==> config.mk <==
export PLATFORM = sky130hd
export DESIGN_NAME = pc_seq_unit
export DESIGN_NICKNAME = d
export VERILOG_FILES = /design/src/rtl/pc_pkg.sv /design/src/rtl/pc_next_sel.sv /design/src/rtl/pc_seq_unit.sv
export SDC_FILE = /design/constraint.sdc
export NUM_CORES = 1
export LEC_CHECK = 0
export BUFFER_PORTS_ARGS = -buffer_cell sky130_fd_sc_hd__buf_2
export CORE_UTILIZATION = 40
export DETAILED_ROUTE_END_ITERATION = 7
export PLACE_DENSITY_LB_ADDON = 0.1
export SLEW_MARGIN = 0
export SYNTH_ARGS = -nofsm -noshare
export SYNTH_HDL_FRONTEND = slang
export SYNTH_SLANG_ARGS = --single-unit
export TNS_END_PERCENT = 30
==> constraint.sdc <==
create_clock -name clk -period 3.4 [get_ports clk]
set_input_delay 0.34 -clock clk [delete_from_list [all_inputs] [get_ports clk]]
set_output_delay 0.34 -clock clk [all_outputs]
set_load 0.03 [all_outputs]
==> src/rtl/pc_pkg.sv <==
// Shared types and default constants for the program-counter sequencer.
package pc_pkg;

    typedef enum logic {
        ST_RUN     = 1'b0,
        ST_HANDLER = 1'b1
    } pc_state_e;

    typedef enum logic [2:0] {
        SRC_HOLD  = 3'd0,
        SRC_STEP  = 3'd1,
        SRC_REDIR = 3'd2,
        SRC_TRAP  = 3'd3,
        SRC_ERET  = 3'd4
    } pc_src_e;

    localparam logic [31:0] DEF_START_ADDR = 32'h0040_0000;
    localparam logic [31:0] DEF_EXC_VECTOR = 32'h0040_0004;
    localparam int unsigned DEF_STEP       = 4;

endpackage

==> src/rtl/pc_next_sel.sv <==
// Combinational priority select of the next-PC source; exception sources are
// honoured only when PC_SEQ_EXC_EN is defined.
module pc_next_sel
    import pc_pkg::*;
#(
    parameter int unsigned ADDR_W     = 32,
    parameter int unsigned ALIGN_BITS = 2
) (
    input  logic              ena,
    input  logic              redir_valid,
    input  logic [ADDR_W-1:0] redir_target,
    input  logic              exc_req,
    input  logic              eret,
    input  logic              in_handler,
    output pc_src_e           src,
    output logic              misalign_hit
);

    logic misaligned;

    assign misaligned = redir_valid && (|redir_target[ALIGN_BITS-1:0]);

`ifdef PC_SEQ_EXC_EN
    always_comb begin
        src          = SRC_HOLD;
        misalign_hit = 1'b0;
        if (exc_req) begin
            src = SRC_TRAP;
        end else if (misaligned) begin
            src          = SRC_TRAP;
            misalign_hit = 1'b1;
        end else if (eret && in_handler) begin
            src = SRC_ERET;
        end else if (redir_valid) begin
            src = SRC_REDIR;
        end else if (ena) begin
            src = SRC_STEP;
        end
    end
`else
    logic unused_exc;
    assign unused_exc = exc_req ^ eret ^ in_handler;

    // Without exception support a misaligned redirect is still taken; the top
    // clears the low bits of the target.
    always_comb begin
        src          = SRC_HOLD;
        misalign_hit = misaligned;
        if (redir_valid) begin
            src = SRC_REDIR;
        end else if (ena) begin
            src = SRC_STEP;
        end
    end
`endif

endmodule

==> src/rtl/pc_seq_unit.sv <==
// Program-counter sequencer with EPC, RUN/HANDLER trap FSM and double-fault flag.
// Exception support is built only when PC_SEQ_EXC_EN is defined.
module pc_seq_unit
    import pc_pkg::*;
#(
    parameter int unsigned       ADDR_W     = 32,
    parameter logic [ADDR_W-1:0] START_ADDR = ADDR_W'(DEF_START_ADDR),
    parameter logic [ADDR_W-1:0] EXC_VECTOR = ADDR_W'(DEF_EXC_VECTOR),
    parameter int unsigned       STEP       = DEF_STEP,
    parameter int unsigned       ALIGN_BITS = 2
) (
    input  logic              clk,
    input  logic              rst,
    input  logic              ena,
    input  logic              redir_valid,
    input  logic [ADDR_W-1:0] redir_target,
    input  logic              exc_req,
    input  logic              eret,
    output logic [ADDR_W-1:0] pc,
    output logic [ADDR_W-1:0] epc,
    output logic              in_handler,
    output logic              misalign,
    output logic              double_fault
);

    localparam logic [ADDR_W-1:0] STEP_INC = ADDR_W'(STEP);

    pc_src_e           src;
    logic              misalign_hit;
    logic [ADDR_W-1:0] pc_d;
    logic [ADDR_W-1:0] aligned_target;

    assign aligned_target = {redir_target[ADDR_W-1:ALIGN_BITS], {ALIGN_BITS{1'b0}}};

    pc_next_sel #(
        .ADDR_W    (ADDR_W),
        .ALIGN_BITS(ALIGN_BITS)
    ) u_next_sel (
        .ena         (ena),
        .redir_valid (redir_valid),
        .redir_target(redir_target),
        .exc_req     (exc_req),
        .eret        (eret),
        .in_handler  (in_handler),
        .src         (src),
        .misalign_hit(misalign_hit)
    );

`ifdef PC_SEQ_EXC_EN
    pc_state_e         state, state_d;
    logic [ADDR_W-1:0] epc_d;
    logic              df_d;

    always_ff @(posedge clk or posedge rst) begin
        if (rst) begin
            state <= ST_RUN;
        end else begin
            state <= state_d;
        end
    end

    // A trap taken while already in HANDLER keeps the first return address.
    always_comb begin
        state_d = state;
        pc_d    = pc;
        epc_d   = epc;
        df_d    = double_fault;
        case (src)
            SRC_STEP:  pc_d = pc + STEP_INC;
            SRC_REDIR: pc_d = aligned_target;
            SRC_TRAP: begin
                pc_d    = EXC_VECTOR;
                state_d = ST_HANDLER;
                if (state == ST_RUN) begin
                    epc_d = pc;
                end else begin
                    df_d = 1'b1;
                end
            end
            SRC_ERET: begin
                pc_d    = epc;
                state_d = ST_RUN;
            end
            default: ;
        endcase
    end

    always_ff @(posedge clk or posedge rst) begin
        if (rst) begin
            epc          <= '0;
            double_fault <= 1'b0;
        end else begin
            epc          <= epc_d;
            double_fault <= df_d;
        end
    end

    assign in_handler = (state == ST_HANDLER);
`else
    always_comb begin
        pc_d = pc;
        case (src)
            SRC_STEP:  pc_d = pc + STEP_INC;
            SRC_REDIR: pc_d = aligned_target;
            default: ;
        endcase
    end

    assign epc          = '0;
    assign in_handler   = 1'b0;
    assign double_fault = 1'b0;
`endif

    always_ff @(posedge clk or posedge rst) begin
        if (rst) begin
            pc       <= START_ADDR;
            misalign <= 1'b0;
        end else begin
            pc       <= pc_d;
            misalign <= misalign_hit;
        end
    end

endmodule

==> impl_metrics.toml, run 1 <==
[placed_design]
io_buffers = 66
gp_congestion = 0.721
hpwl_um = 3170
place_area_sq_um = 2270

[sta]
setup-violations-final = 0
finalSetupTns_ns = 0
clock.fmax_ghz = 0.403
tightest_slew_ns = 0.638
clock_skew_ns = 0.00508
post-route-min-period_ns = 2.48
relSlewSlack = 0.571
rsz0062_at_grt = "false"
drv_slew = 0
period_share = 0.730
hold_viol_final = 0

[synth]
ys_warn_count = 0
synth_top_family_by_area = "simple AND/OR/NAND/NOR gates"
yosysSeqAreaShare = 0.384
synth.distinct_cells = 35
synthCells = 237
synth_most_common_cell = "buf_4"
synth_xor_area_frac = 0.0562
synth_compound_gate_area_share = 0.127
synth_fa_ha_area_frac = 0.00618
async_flop_share = 1.00
synth_mux_area_frac = 0.00494
syn_avg_cell_area_sq_um = 8.54
synth_edf_count = 0
synth_flop_cell = "dfrtp_1"
yosysTopAreaCell = "dfrtp_1"
synth_top_area_share = 0.371
syn_area_sq_um = 2020
netlist_top_cells_count = "buf_4, nand2_1, dfrtp_1"
synthSimpleGateAreaFrac = 0.255
synth.area.top_cells = "dfrtp_1, buf_4, nand2_1, o21ai_0, or4_1"
ys_seq_elements = 31

[die]
floorplan.core_area_sq_um = 4790
dieArea_sq_um = 5350
io_pins = 105
initial_core_util = 0.423
rows = 25
die_w_um = 73.1
die_h_um = 73.1

[pwr]
seqPwrFrac = 0.444
total_leakage_power_nw = 1.07
p_comb_frac = 0.268
ir_drop_mv = 0.229
p_switching_w = 0.000378
clockPowerShare = 0.288
power.density_nw_per_um2 = 432
internal_power_w = 0.000639
finalPower_w = 0.00102
swShare = 0.371

[detailed_routing]
drt_iter0_markers = 114
avgViaCountPerCell = 4.83
drc = 0
vias = 1773
first_pass_iters = 4
ant_nets = 0
wl_per_cell_um = 12.1
wl_um = 4440

[final_layout]
nNetsFinal = 339
drive_above_1_share = 0.263
multiInputGateArea_sq_um = 1050
fillCellCount = 517
areaGrowthSynthToFinish_pct = 16.3
diodes = 0
regArea_sq_um = 777
final_design_area_no_fill_sq_um = 2350

[cts]
htree_levels = 2
cts_made_buffers = 5
postCtsHoldBufs = 0
cts_tree = "done"
clk_latency_ns = 0.28
ctsRootBufferMaster = "clkbuf_8"
postCtsResizedCells = 0
clk_path_buf_depth = 2
cts.sink_count = 31
clk_pin_slew_ns = 0.06
cts_setup_buffers = 0

[worst_setup_path]
cp.required_ns = 3.60
path_class = "reg2reg"
cp_max_fo = 12
critical_path_arrival_ns = 2.68
worst_setup_path_start_kind = "flop"
endpoint_kind = "flop"

[run_status]
outcome = "complete, no violations"

[grt]
grt_pass1_vias = 1459
grt_pass1_wl_um = 7130
grt_usage = 0.176
grt_max_degree = 44
gr-total-overflow = 0
antenna_found_initial = 0

[hold_path]
hold_class = "in2async"

[job]
drv_cap = 0
cells in the final DEF, fill, tap and decap left out, types with 5 or more instances in the layout:
master	count
a31oi_1	9
buf_2	66
clkbuf_8	6
conb_1	36
dfrtp_1	30
inv_1	5
nand2_1	31
nand3_1	13
nand4_1	8
nor2_1	13
nor4_1	7
o21ai_0	17
o31ai_1	6
or4_1	11
xnor2_1	8
xor2_1	5
power by group through the flow:
stage | sequential, W | clock, W | combinational (W)
after floorplan | 0.000520 | 0 | 0.000162
after global placement | 0.000457 | 0 | 0.000272
after detailed placement | 0.000457 | 0 | 0.000274
after CTS | 0.000451 | 0.000304 | 0.000275
after global routing | 0.000459 | 0.000319 | 0.000298
final | 0.000451 | 0.000293 | 0.000272
per-stage QoR:
| stage | setup WS [ns] | utilization | std cells | hold slack, ns |
|---|---|---|---|---|
| finish | 0.916 | 0.492 | 367 | 0.125 |
| global placement | 0.963 | 0.474 | 360 | 0.450 |
| CTS | 0.917 | 0.492 | 367 | 0.139 |
| detailed placement | 0.942 | 0.474 | 360 | 0.444 |
| global route | 0.799 | 0.492 | 367 | 0.153 |
| floorplan | 1.02 | - | 272 | 0.443 |
worst max-delay path: stages (launching register included):
cell	delay, ns
dfrtp_1	0.44
nand4_1	0.39
or4_1	0.84
or4_1	0.56
a31oi_1	0.17
area by class of cell:
type                       count  share of cell area
clock buffer                   6              0.0351
clock inverter                 1             0.00213
inverter                       6             0.00956
multi-input combinational    189               0.444
sequential                    31               0.330
tap                           67              0.0356
timing repair buffer          67               0.143
state kept, by name (all words and copies together), names as in the netlist:
name and count:
pc 30, misalign 1
per-layer routing:
metal / track usage / vias up / routed length (um)
met1: 0.265 / 786 / 2150
met3: 0.0470 / 6 / 305
met5: 0 / - / 0
met4: 0.0588 / 0 / 58
li1: - / 905 / -
met2: 0.241 / 76 / 1920
worst paths after layout:
path                                  from      to  slack, ns  depth (start not counted)
setup / recovery                     pc[5]  pc[25]       0.92                          4
hold / removal                         rst   pc[4]       0.13                          3
setup reg to reg                     pc[5]  pc[25]       0.92                          4
max in group asynchronous              rst  pc[22]       2.93                          3
hold reg to reg                     pc[22]  pc[22]       0.54                          2
min in group clk           redir_target[4]   pc[4]       0.26                          3
kinds of logic (layout without fill, tap and decap cells):
| kind of cell | count (synthesis) | in the layout |
|---|---|---|
| buf+inv | 52 | 80 |
| simple gates | 97 | 97 |
| compound gates | 41 | 41 |
| flops | 31 | 31 |
| other cells | 1 | 36 |
| mux | 1 | 1 |
| xor+xnor | 13 | 13 |
| fa+ha+maj | 1 | 1 |
Note: power is estimated with default switching activity, not from simulation.
==> inputs of run 2 (changes only) <==
==> constraint.sdc (replaced) <==
create_clock -name clk -period 2.17 [get_ports clk]
set_input_delay 0.217 -clock clk [delete_from_list [all_inputs] [get_ports clk]]
set_output_delay 0.217 -clock clk [all_outputs]
set_load 0.03 [all_outputs]
==> impl_metrics.toml, run 2 (synthesized netlist as in run 1, its figures left out) <==
[run_status]
outcome = "complete, no violations"

[sta]
drv_slew = 0
rsz0062_at_grt = "false"
post-route-min-period_ns = 2.06
hold_viol_final = 0
clock.fmax_ghz = 0.484
relSlewSlack = 0.558
finalSetupTns_ns = 0
setup-violations-final = 0
period_share = 0.951
clock_skew_ns = 0.00558
tightest_slew_ns = 0.663

[worst_setup_path]
rrSetupSlack_ns = 0.11
worst_setup_path_start_kind = "flop"
critical_path_arrival_ns = 2.25
cp.required_ns = 2.36
r2r_end = "pc[17]"
crit_start = "pc[4]"
cp_max_fo = 8
path_class = "reg2reg"
endpoint_kind = "flop"
reg2reg_depth = 5
r2r_start = "pc[4]"

[detailed_routing]
first_pass_iters = 4
ant_nets = 0
drt_iter0_markers = 66
wl_per_cell_um = 11.8
drc = 0
wl_um = 4420
vias = 1826
avgViaCountPerCell = 4.87

[cts]
ctsRootBufferMaster = "clkbuf_8"
clk_pin_slew_ns = 0.07
cts_tree = "done"
clk_path_buf_depth = 2
clk_latency_ns = 0.28
cts.sink_count = 31
cts_made_buffers = 5
postCtsHoldBufs = 0
htree_levels = 2
postCtsResizedCells = 0
cts_setup_buffers = 0

[pwr]
ir_drop_mv = 0.324
finalPower_w = 0.00165
total_leakage_power_nw = 1.10
power.density_nw_per_um2 = 676

[grt]
antenna_found_initial = 0
grt_max_degree = 44
grt_pass1_vias = 1540
grt_pass1_wl_um = 7080
gr-total-overflow = 0
grt_usage = 0.173

[final_layout]
top_regs = "pc (30), misalign (1)"
layout_common_cells = "buf_2, conb_1, nand2_1, dfrtp_1, o21ai_0"
final_common_cell = "buf_2"
drive_above_1_share = 0.302
diodes = 0
nNetsFinal = 346
areaGrowthSynthToFinish_pct = 20.5
largest_reg_flops = 30
top_register = "pc"

[hold_path]
hold_class = "in2async"

[die]
die_w_um = 73.1
initial_core_util = 0.423
io_pins = 105
rows = 25
floorplan.core_area_sq_um = 4790
dieArea_sq_um = 5350
die_h_um = 73.1

[placed_design]
io_buffers = 66
hpwl_um = 3230
gp_congestion = 0.778

[job]
drv_cap = 0
run 2: cell types whose count changed in the layout (fill, tap and decap cells not counted), sizes merged:
cell	previous run	this run
clkbuf	6	8
clkinv	1	0
buf	67	74
run 2: worst max path at each step:
| stage | end | slack [ns] | cells after the start |
|---|---|---|---|
| after detailed placement | pc[17] | 0.11 | 5 |
| after floorplan | pc[22] | -0.008 | 6 |
| after global routing | pc[26] | 0.02 | 4 |
| final | pc[17] | 0.11 | 5 |
| after CTS | pc[17] | 0.09 | 5 |
| after global placement | pc[24] | 0.14 | 5 |
run 2: worst max-delay path, cell delays in order (launching register included):
cell	delay, ns
dfrtp_1	0.43
nand4_2	0.17
or4_1	0.64
buf_4	0.20
or3_1	0.34
a31oi_1	0.19
run 2: cell type report:
cell class / instances / area [sq um]
clock buffer: 8 / 100
timing repair buffer: 74 / 390
inverter: 6 / 22.5
fill: 504 / 2350
sequential: 31 / 785
multi-input combinational: 189 / 1060
tap: 67 / 83.8
run 2: through the flow:
stage	setup WS [ns]	hold slack, ns	utilization	instance area [sq um]	cells
global placement	0.138	0.324	0.489	2340	367
floorplan	-0.00820	0.319	-	2180	272
detailed placement	0.111	0.322	0.489	2340	367
global route	0.0231	0.0435	0.510	2440	375
finish	0.105	0.00928	0.510	2440	375
CTS	0.0890	0.0139	0.510	2440	375
run 2: report_power, final:
| group | leakage, nW | internal (W) | switching [W] |
|---|---|---|---|
| logic | 0.687 | 0.000127 | 0.000309 |
| clock network | 0.0515 | 0.000289 | 0.000211 |
| registers | 0.359 | 0.000636 | 0.0000766 |
| total | 1.10 | 0.00105 | 0.000596 |
run 2: routing by layer:
metal	vias up	GRT usage	share of wire
met2	71	0.267	0.44
met3	7	0.0318	0.050
met4	0	0.0806	0.019
li1	925	-	-
met5	-	0	0
met1	823	0.233	0.50
==> inputs of run 3 (changes only) <==
--- a/config.mk
+++ b/config.mk
@@ -6,7 +6,7 @@
 export NUM_CORES = 1
 export LEC_CHECK = 0
 export BUFFER_PORTS_ARGS = -buffer_cell sky130_fd_sc_hd__buf_2
-export CORE_UTILIZATION = 40
+export CORE_UTILIZATION = 31
 export DETAILED_ROUTE_END_ITERATION = 7
 export PLACE_DENSITY_LB_ADDON = 0.1
 export SLEW_MARGIN = 0
==> impl_metrics.toml, run 3 (synthesized netlist as in run 1, its figures left out) <==
[detailed_routing]
drt_iter0_markers = 70
ant_nets = 0
wl_per_cell_um = 12.7
drc = 0
first_pass_iters = 4
avgViaCountPerCell = 4.88
vias = 1936
wl_um = 5030

[hold_path]
hold_class = "in2reg"
holdPathEnd = "pc[19]"
min_from = "redir_target[19]"
hold_depth = 3

[cts]
cts_tree = "done"
clk_pin_slew_ns = 0.07
clk_latency_ns = 0.29
clk_path_buf_depth = 2
htree_levels = 2
cts_made_buffers = 5
cts.sink_count = 31
ctsRootBufferMaster = "clkbuf_8"

[sta]
hold_ws_ns = 0.121
clock.fmax_ghz = 0.485
clock_skew_ns = 0.00754
tightest_slew_ns = 0.571
hold_viol_final = 0
period_share = 0.950
drv_slew = 0
setup-violations-final = 0
relSlewSlack = 0.616
rsz0062_at_grt = "true"
post-route-min-period_ns = 2.06

[worst_setup_path]
max_stage_delay_ns = 0.66
critical_path_arrival_ns = 2.29
worst_setup_path_start_kind = "flop"
r2r_start = "pc[3]"
endpoint_kind = "flop"
reg2reg_depth = 5
r2r_end = "pc[19]"
cp_num_cells = 5
worstPathCellList = "nand4_2 > or4_1 > buf_4 > or4_1 > nand3_1"
path_class = "reg2reg"
rrSetupSlack_ns = 0.11
cp.required_ns = 2.40
worstPathBufferInverterCount = 1
critPathMostFrequentCell = "or4_1"
slowest_stage = "or4_1"
path_delay_family = "simple AND/OR/NAND/NOR gates"
cp_max_fo = 7

[placed_design]
place_area_sq_um = 2430
hpwl_um = 3790
io_buffers = 66
gp_congestion = 0.762

[grt]
grt_pass1_vias = 1834
gr-total-overflow = 0
grt_pass1_wl_um = 8680
antenna_found_initial = 0
grt_max_degree = 27
grt_usage = 0.155

[final_layout]
areaGrowthSynthToFinish_pct = 24.8
final_design_area_no_fill_sq_um = 2530
diodes = 0
nNetsFinal = 358
final_core_util = 0.400
final_common_cell = "buf_2"
fillCellCount = 694
layout_common_cells = "buf_2, conb_1, nand2_1, dfrtp_1, buf_4"
largest_reg_flops = 30
drive_above_1_share = 0.322
top_register = "pc"
top_regs = "pc (30), misalign (1)"

[die]
dieArea_sq_um = 6860
die_h_um = 82.8
initial_core_util = 0.321
rows = 29
die_w_um = 82.8
floorplan.core_area_sq_um = 6310
io_pins = 105

[pwr]
power.density_nw_per_um2 = 648
total_leakage_power_nw = 1.15
ir_drop_mv = 0.267
finalPower_w = 0.00164

[run_status]
outcome = "complete, no violations"

[job]
drv_cap = 0
==> run 3: cell count changes in the layout (fill, tap and decap cells not counted) <==
cell | before | now
clkbuf_8 | 7 | 5
buf_4 | 8 | 19
clkinv_2 | 0 | 1
dlygate4sd3_1 | 0 | 1
clkbuf_1 | 1 | 2
==> run 3: how the worst max path moves through the flow <==
stage                      from     end
after floorplan           pc[2]  pc[22]
after detailed placement  pc[8]  pc[27]
final                     pc[3]  pc[19]
after CTS                 pc[8]  pc[27]
after global placement    pc[8]  pc[27]
after global routing      pc[8]  pc[27]
==> run 3: power breakdown <==
part	total (W)	switching [W]	leakage (nW)	internal [W]
sequential	0.000695	0.0000595	0.359	0.000636
clock	0.000456	0.000231	0.0422	0.000225
combinational	0.000484	0.000333	0.747	0.000151
==> run 3: worst min-delay path: cells and delay by family <==
family,cells,cell delay [ns]
and+or+nand+nor,2,0.09
buffers and inverters,1,0.07
==> run 3: cell type report <==
type,instances,area (sq um),area share
Inverter,6,22.5,0.00892
Clock inverter,1,5.00,0.00198
Sequential cell,31,785,0.311
Timing Repair Buffer,86,483,0.191
Tap cell,77,96.3,0.0381
Multi-Input combinational cell,189,1060,0.419
Clock buffer,7,76.3,0.0302
==> run 3: stage by stage <==
| step | TNS (ns) | setup WS, ns | cells |
|---|---|---|---|
| 6_report | 0 | 0.109 | 397 |
| 5_1_grt | -0.0234 | -0.0161 | 397 |
| 4_1_cts | 0 | 0.0695 | 397 |
| 3_5_place_dp | 0 | 0.0918 | 388 |
| 3_3_place_gp | 0 | 0.101 | 388 |
| 2_1_floorplan | -0.00820 | -0.00820 | 272 |
==> run 3: per-layer routing <==
| metal | up-vias | share of wire | track usage | wire, um |
|---|---|---|---|---|
| li1 | 945 | - | - | - |
| met1 | 917 | 0.46 | 0.206 | 2290 |
| met2 | 68 | 0.47 | 0.252 | 2350 |
| met3 | 6 | 0.066 | 0.0388 | 330 |
| met4 | 0 | 0.011 | 0.0423 | 53 |
| met5 | - | 0 | 0 | 0 |
==> run 3: what timing repair did <==
item                                   CTS  global route
hold buffers                             1             0
setup endpoints to repair                0             2
resized for setup                        0             0
endpoints found under the hold margin   11             0
setup buffers                            0             0
